==> config.mk <==
export PLATFORM = sky130hd
export DESIGN_NAME = ifft32_output_reorder
export DESIGN_NICKNAME = d
export VERILOG_FILES = /design/src/rtl/ifft32_pkg.sv /design/src/rtl/reorder_bank.sv /design/src/rtl/ifft32_output_reorder.sv
export SDC_FILE = /design/constraint.sdc
export NUM_CORES = 2
export LEC_CHECK = 0
export ABC_CLOCK_PERIOD_IN_PS = 3900
export CELL_PAD_IN_SITES_DETAIL_PLACEMENT = 0
export CELL_PAD_IN_SITES_GLOBAL_PLACEMENT = 1
export CORE_MARGIN = 8
export CORE_UTILIZATION = 47
export DETAILED_ROUTE_END_ITERATION = 7
export PLACE_DENSITY = 0.79
export SLEW_MARGIN = 20
export SYNTH_ARGS = -nofsm -noshare
export SYNTH_HDL_FRONTEND = slang
export SYNTH_HIERARCHICAL = 1
export SYNTH_SLANG_ARGS = --single-unit
==> constraint.sdc <==
create_clock -name clk -period 3.9 [get_ports clk]
set_clock_uncertainty 0.2 [all_clocks]
set_input_delay 0.78 -clock clk [delete_from_list [all_inputs] [get_ports clk]]
set_output_delay 0.78 -clock clk [all_outputs]
set_load 0.005 [all_outputs]
==> src/rtl/ifft32_pkg.sv <==
`default_nettype none
// +--------------------------------------------------------------------------+
// | Module      : ifft32_pkg                                                 |
// | Description : Shared constants, bank state encoding and bit-reversal     |
// |               helpers for the 32-point IFFT output reorder block.        |
// | Revision    : 1.0 - initial release                                      |
// +--------------------------------------------------------------------------+
package ifft32_pkg;

  localparam int DW    = 14;     // component width, signed S4.9
  localparam int N     = 32;     // IFFT size
  localparam int LOGN  = 5;      // log2(N)
  localparam int BEATS = N / 2;  // two-lane beats per frame

  // Per-bank occupancy state
  typedef enum logic [1:0] {
    EMPTY    = 2'd0,
    FILLING  = 2'd1,
    FULL     = 2'd2,
    DRAINING = 2'd3
  } bank_state_t;

  function automatic logic [3:0] bitrev4(input logic [3:0] x);
    return {x[0], x[1], x[2], x[3]};
  endfunction

  function automatic logic [4:0] bitrev5(input logic [4:0] x);
    return {x[0], x[1], x[2], x[3], x[4]};
  endfunction

endpackage
`default_nettype wire

==> src/rtl/reorder_bank.sv <==
`default_nettype none
// +--------------------------------------------------------------------------+
// | Module      : reorder_bank                                               |
// | Description : 32-entry register file, two write ports (upper/lower lane) |
// |               sharing one enable, one asynchronous read port.            |
// | Revision    : 1.0 - initial release                                      |
// +--------------------------------------------------------------------------+
// | Ports                                                                    |
// |   clk        in   clock                                                  |
// |   we         in   write both lanes this cycle                            |
// |   wr_addr_u  in   bin written by the upper lane                          |
// |   wr_addr_l  in   bin written by the lower lane                          |
// |   wr_data_u  in   {real, imag} for the upper lane                        |
// |   wr_data_l  in   {real, imag} for the lower lane                        |
// |   rd_addr    in   bin to read                                            |
// |   rd_data    out  {real, imag} at rd_addr                                |
// +--------------------------------------------------------------------------+
module reorder_bank
  import ifft32_pkg::*;
(
  input  logic              clk,
  input  logic              we,
  input  logic [LOGN-1:0]   wr_addr_u,
  input  logic [LOGN-1:0]   wr_addr_l,
  input  logic [2*DW-1:0]   wr_data_u,
  input  logic [2*DW-1:0]   wr_data_l,
  input  logic [LOGN-1:0]   rd_addr,
  output logic [2*DW-1:0]   rd_data
);

  logic [2*DW-1:0] r_mem [N];

  // The two lanes of one beat always target bins b and b+16, so the write
  // addresses never collide.
  always_ff @(posedge clk) begin
    if (we) begin
      r_mem[wr_addr_u] <= wr_data_u;
      r_mem[wr_addr_l] <= wr_data_l;
    end
  end

  assign rd_data = r_mem[rd_addr];

endmodule
`default_nettype wire

==> src/rtl/ifft32_output_reorder.sv <==
`default_nettype none
// +--------------------------------------------------------------------------+
// | Module      : ifft32_output_reorder                                      |
// | Description : Collects bit-reversed two-lane beats into a ping-pong      |
// |               buffer and replays each frame as a natural-order serial    |
// |               stream (bin 0..31) with valid/ready back-pressure.         |
// | Revision    : 1.0 - initial release                                      |
// +--------------------------------------------------------------------------+
// | Ports                                                                    |
// |   clk, rst_n          clock, asynchronous active-low reset               |
// |   in_valid/in_ready   beat handshake                                     |
// |   U_real/U_imag       upper lane sample (S4.9)                           |
// |   L_real/L_imag       lower lane sample (S4.9)                           |
// |   out_valid/out_ready sample handshake                                   |
// |   out_real/out_imag   sample, bit-exact copy of the input                |
// |   out_index           natural bin index 0..31                            |
// |   out_last            high with bin 31                                   |
// +--------------------------------------------------------------------------+
module ifft32_output_reorder
  import ifft32_pkg::*;
(
  input  logic            clk,
  input  logic            rst_n,
  input  logic            in_valid,
  output logic            in_ready,
  input  logic [DW-1:0]   U_real,
  input  logic [DW-1:0]   U_imag,
  input  logic [DW-1:0]   L_real,
  input  logic [DW-1:0]   L_imag,
  output logic            out_valid,
  input  logic            out_ready,
  output logic [DW-1:0]   out_real,
  output logic [DW-1:0]   out_imag,
  output logic [LOGN-1:0] out_index,
  output logic            out_last
);

  bank_state_t     r_bank_state [2];
  logic            r_wr_bank;
  logic            r_rd_bank;
  logic [3:0]      r_wr_cnt;
  logic [LOGN-1:0] r_rd_cnt;
  logic            r_out_valid;
  logic [DW-1:0]   r_out_real;
  logic [DW-1:0]   r_out_imag;
  logic [LOGN-1:0] r_out_index;
  logic            r_out_last;

  logic            w_wr_fire;
  logic            w_wr_last;
  logic            w_rd_avail;
  logic            w_rd_load;
  logic            w_rd_last;
  logic [1:0]      w_we;
  logic [LOGN-1:0] w_addr_u;
  logic [LOGN-1:0] w_addr_l;
  logic [2*DW-1:0] w_rd_data [2];
  logic [2*DW-1:0] w_sel_data;

  // ---------------- write side ----------------
  assign in_ready  = (r_bank_state[r_wr_bank] == EMPTY) ||
                     (r_bank_state[r_wr_bank] == FILLING);
  assign w_wr_fire = in_valid && in_ready;
  assign w_wr_last = w_wr_fire && (r_wr_cnt == 4'(BEATS - 1));
  assign w_we      = w_wr_fire ? (r_wr_bank ? 2'b10 : 2'b01) : 2'b00;
  assign w_addr_u  = {1'b0, bitrev4(r_wr_cnt)};
  assign w_addr_l  = {1'b1, bitrev4(r_wr_cnt)};

  // ---------------- read side ----------------
  // Bin 0 is always written by beat 0, so the drain may begin in the same
  // cycle the final beat of the frame is being written.
  assign w_rd_avail = (r_bank_state[r_rd_bank] == FULL) ||
                      (r_bank_state[r_rd_bank] == DRAINING) ||
                      (w_wr_last && (r_wr_bank == r_rd_bank));
  assign w_rd_load  = w_rd_avail && (!r_out_valid || out_ready);
  assign w_rd_last  = w_rd_load && (r_rd_cnt == LOGN'(N - 1));
  assign w_sel_data = w_rd_data[r_rd_bank];

  for (genvar b = 0; b < 2; b++) begin : g_bank
    reorder_bank u_bank (
      .clk       (clk),
      .we        (w_we[b]),
      .wr_addr_u (w_addr_u),
      .wr_addr_l (w_addr_l),
      .wr_data_u ({U_real, U_imag}),
      .wr_data_l ({L_real, L_imag}),
      .rd_addr   (r_rd_cnt),
      .rd_data   (w_rd_data[b])
    );
  end

  always_ff @(posedge clk or negedge rst_n) begin
    if (!rst_n) begin
      r_bank_state[0] <= EMPTY;
      r_bank_state[1] <= EMPTY;
      r_wr_bank       <= 1'b0;
      r_rd_bank       <= 1'b0;
      r_wr_cnt        <= '0;
      r_rd_cnt        <= '0;
      r_out_valid     <= 1'b0;
      r_out_real      <= '0;
      r_out_imag      <= '0;
      r_out_index     <= '0;
      r_out_last      <= 1'b0;
    end else begin
      if (w_wr_fire) begin
        r_wr_cnt <= r_wr_cnt + 4'd1;
        if (w_wr_last) r_wr_bank <= ~r_wr_bank;
      end

      // Read update comes second so it overrides the FULL set when the drain
      // starts on the very cycle the frame completes.
      for (int b = 0; b < 2; b++) begin
        if (w_wr_fire && (r_wr_bank == 1'(b)))
          r_bank_state[b] <= w_wr_last ? FULL : FILLING;
        if (w_rd_load && (r_rd_bank == 1'(b)))
          r_bank_state[b] <= w_rd_last ? EMPTY : DRAINING;
      end

      if (w_rd_load) begin
        r_out_valid <= 1'b1;
        r_out_real  <= w_sel_data[2*DW-1:DW];
        r_out_imag  <= w_sel_data[DW-1:0];
        r_out_index <= r_rd_cnt;
        r_out_last  <= (r_rd_cnt == LOGN'(N - 1));
        r_rd_cnt    <= r_rd_cnt + LOGN'(1);
        if (w_rd_last) r_rd_bank <= ~r_rd_bank;
      end else if (out_ready) begin
        r_out_valid <= 1'b0;
      end
    end
  end

  assign out_valid = r_out_valid;
  assign out_real  = r_out_real;
  assign out_imag  = r_out_imag;
  assign out_index = r_out_index;
  assign out_last  = r_out_last;

endmodule
`default_nettype wire

==> summary.md <==
| Metric | Value |
|---|---|
| Status | `complete, but fails checks` |
| Failing checks | `slew limit` |
| Worst hold path type | `in -> reg` |
| Synthesis Warnings | `6` |
| Worst setup EP type | `flip-flop` |
| Unrepaired setup endpoints after global routing | `false` |
| Cell Chain, Critical Path | `nor2b_4 -> buf_12 -> buf_12 -> buf_4 -> a21oi_1 -> nand3_1 -> nand3_1 -> mux2i_1 -> o21ai_1` |
| Post-synth EDFFs | `1,792` |
| Max stage delay on crit path | `840 ps` |
| Logic gate share of total power | `35.0%` |
| Number of synthesized register bits | `1,840` |
| Number of nets still failing antenna checks after routing | `0` |
| Net Sw Frac | `34.7%` |
| Crit-path max FO | `56` |
| Antenna violations before repair | `11` |
| Final Hold Viols | `0` |
| Post-Syn Area | `95,400 um2` |
| Fin nets | `6,529` |
| CP Launch Type | `flip-flop` |
| Final worst path period need | `3580 ps` |
| WP data required | `4390 ps` |
| Die width | `467 um` |
| WS Path Type | `reg -> reg` |
| Port buffer count | `95` |
| Area share of fa/ha/maj cells after synthesis | `0.0393%` |
| Max Root-Sink Buffers | `3` |
| Core area | `202,000 um2` |
| First-pass GRT wire length | `418,000 um` |
| Avg Cell Area, Syn | `14.7 um2` |
| Synth area leaders | `edfxtp_1, mux2_2, mux2i_1` |
| CTS HTree Levels | `4` |
| Final RePlAce weighted congestion | `0.896` |
| Initial Util | `47.2%` |
| Routed wire length | `294,000 um` |
| Post-synthesis mux area share | `31.0%` |
| CTS clk-pin slew, worst paths | `60 ps` |
| GR Util All Layers | `26.1%` |
| Largest net degree at the start of global routing | `65` |
| Maximum vdd drop | `0.000505 V` |
| Drt pass-1 iters | `5` |
| Net Sw Power | `22,400 uW` |
| Fin. max-slew vios | `720` |
| Fin Hold WS | `209 ps` |
| Kind of cell adding the most delay to the critical path | `flip-flops` |
| Ports | `96` |
| Post-synth top cells | `edfxtp_1, mux2_2, mux2i_1, clkbuf_1, mux2_1` |
| Share of cells above drive strength 1 | `35.2%` |
| Placed Cells | `8,939` |
| Post-CTS Setup Bufs | `0` |
| Remaining DRCs | `0` |
| Largest family of logic cells by synthesized area | `multiplexers` |
| Worst reg-to-reg setup slack | `320 ps` |
| Tightest Pin Transition | `2260 ps` |
| Yosys top cell area share | `56.4%` |
| Seq pwr share | `36.4%` |
| Lkg Pwr | `0.0379 uW` |
| Yosys top cell by area | `edfxtp_1` |
| Synth Area in Simple Gates | `3.30%` |
| Max transition margin | `-51.2%` |
| # setup viols final | `0` |
| Full die area | `218,000 um2` |
| Initial DRC Count | `6,220` |
| Crit path DAT | `4070 ps` |
| Wire length per cell | `31.7 um` |
| Clock sinks | `1,840` |
| CTS tree | `yes` |
| Vias in the first global route | `58,500` |
| CTS Buf Count | `196` |
| Final std cells w/o fill | `9,300` |
| GR Overflow Total | `0` |
| Final period util | `91.8%` |
| Hpwl dp | `180,000 um` |
| Netlist cell types | `50` |
| Fmax | `279 MHz` |
| Compound-Gate Fraction of Synth Area | `4.33%` |
| Worst skew pair latency | `820 ps` |
| Via/cell ratio | `6.31` |
| Clock power share | `28.6%` |
| Critical-path top delay cell | `dfrtp_1` |
| Root Driver | `clkbuf_16` |
| Top-count cell post-synth | `edfxtp_1` |
| FFs w/ async S/R, synth | `2.61%` |
| Synth Flop Type | `edfxtp_1` |
| Mapped Cells | `6,508` |
| Layout area overhead | `12.8%` |
| Internal | `42,100 uW` |
| Power density over the cells | `599 nW/um2` |
| Tot Pwr | `64,500 uW` |
| Cell Rows | `165` |
| Xor and xnor area share after synthesis | `0.0734%` |
| Via count | `58,700` |
| Max-cap violations | `0` |
| WP buf/inv | `3` |
| Seq/Total Area, Yosys | `57.7%` |
| Height of the die | `467 um` |
## cell usage in the layout (no fill, tap or decap), drive strengths merged, types with 38 or more instances in the layout
cell type      count
mux2            1801
edfxtp          1792
mux2i            925
buf              452
clkbuf           251
nand2            209
nand3            177
a21oi            174
a22oi            168
a22o             112
o21ai             88
clkinv            81
nor3              59
a31oi             56
dfrtp             48
nor2              40
clkdlybuf4s50     38
## area by class of cell
| type | count | area (um2) |
|---|---|---|
| diodes | 3 | 7.51 |
| clock buffers | 251 | 5260 |
| clock inverters | 106 | 981 |
| fillers | 16400 | 94300 |
| inverters | 1 | 3.75 |
| multi-input cells | 3936 | 37700 |
| flip-flops and latches | 1840 | 55000 |
| well taps | 2672 | 3340 |
| repair buffers | 491 | 5240 |
## path summary, 6_finish.rpt
kind,from,end,depth (start not counted)
worst max-delay path,r_rd_cnt[2]$_DFFE_PN0P_,out_real[8]$_DFFE_PN0P_,9
worst min-delay path,U_real[1],g_bank[0].u_bank/r_mem[5][15]$_DFFE_PP_,2
worst max register to register,r_rd_cnt[2]$_DFFE_PN0P_,out_real[8]$_DFFE_PN0P_,9
worst min register to register,out_last$_DFFE_PN0P_,out_last$_DFFE_PN0P_,1
max in group asynchronous,rst_n,out_real[9]$_DFFE_PN0P_,3
min in group asynchronous,rst_n,out_valid$_DFFE_PN0P_,2
## registers in the layout (all words and copies together), names as in the netlist, 2 cells and up
register / count
r_bank_state: 2
r_rd_cnt: 5
g_bank.u_bank/r_mem: 1792
r_wr_cnt: 4
out_index: 5
out_real: 14
out_imag: 14
## layer usage
layer | wire length [um] | global-route usage (%)
met3 | 23300 | 3.95
met2 | 138000 | 42.1
met4 | 14100 | 11.2
met1 | 119000 | 35.2
met5 | 13 | 0
## kinds of logic after synthesis
logic type | count (synthesis)
compound gates | 632
mux | 2726
buf+inv | 748
xor+xnor | 8
fa+ha+maj | 3
simple gates | 549
flops | 1840
other cells | 2
## power by group through the flow
stage               registers [uW]  logic, uW  clock network, uW
finish                       23500      22600              18400
global route                 23600      23400              19400
CTS                          23500      22200              18700
detailed placement           23900      22200                  0
global placement             23900      22000                  0
floorplan                    23800      12400                  0
## through the flow
stage          setup slack [ps]  utilization (%)  cell area [um2]  setup TNS (ps)
3_5_place_dp               79.7             50.2           101000               0
6_report                    321             53.3           108000               0
4_1_cts                     219             53.3           108000               0
2_1_floorplan              -621                -            95500          -34760
3_3_place_gp               91.8             50.2           101000               0
5_1_grt                     147             53.3           108000               0
## repair_timing
action / in CTS / in global routing
gates resized for setup: 0 / 0
hold buffers: 1 / 0
hold endpoints to repair: 33 / 0
No activity file was read; power rests on OpenSTA's default activity.
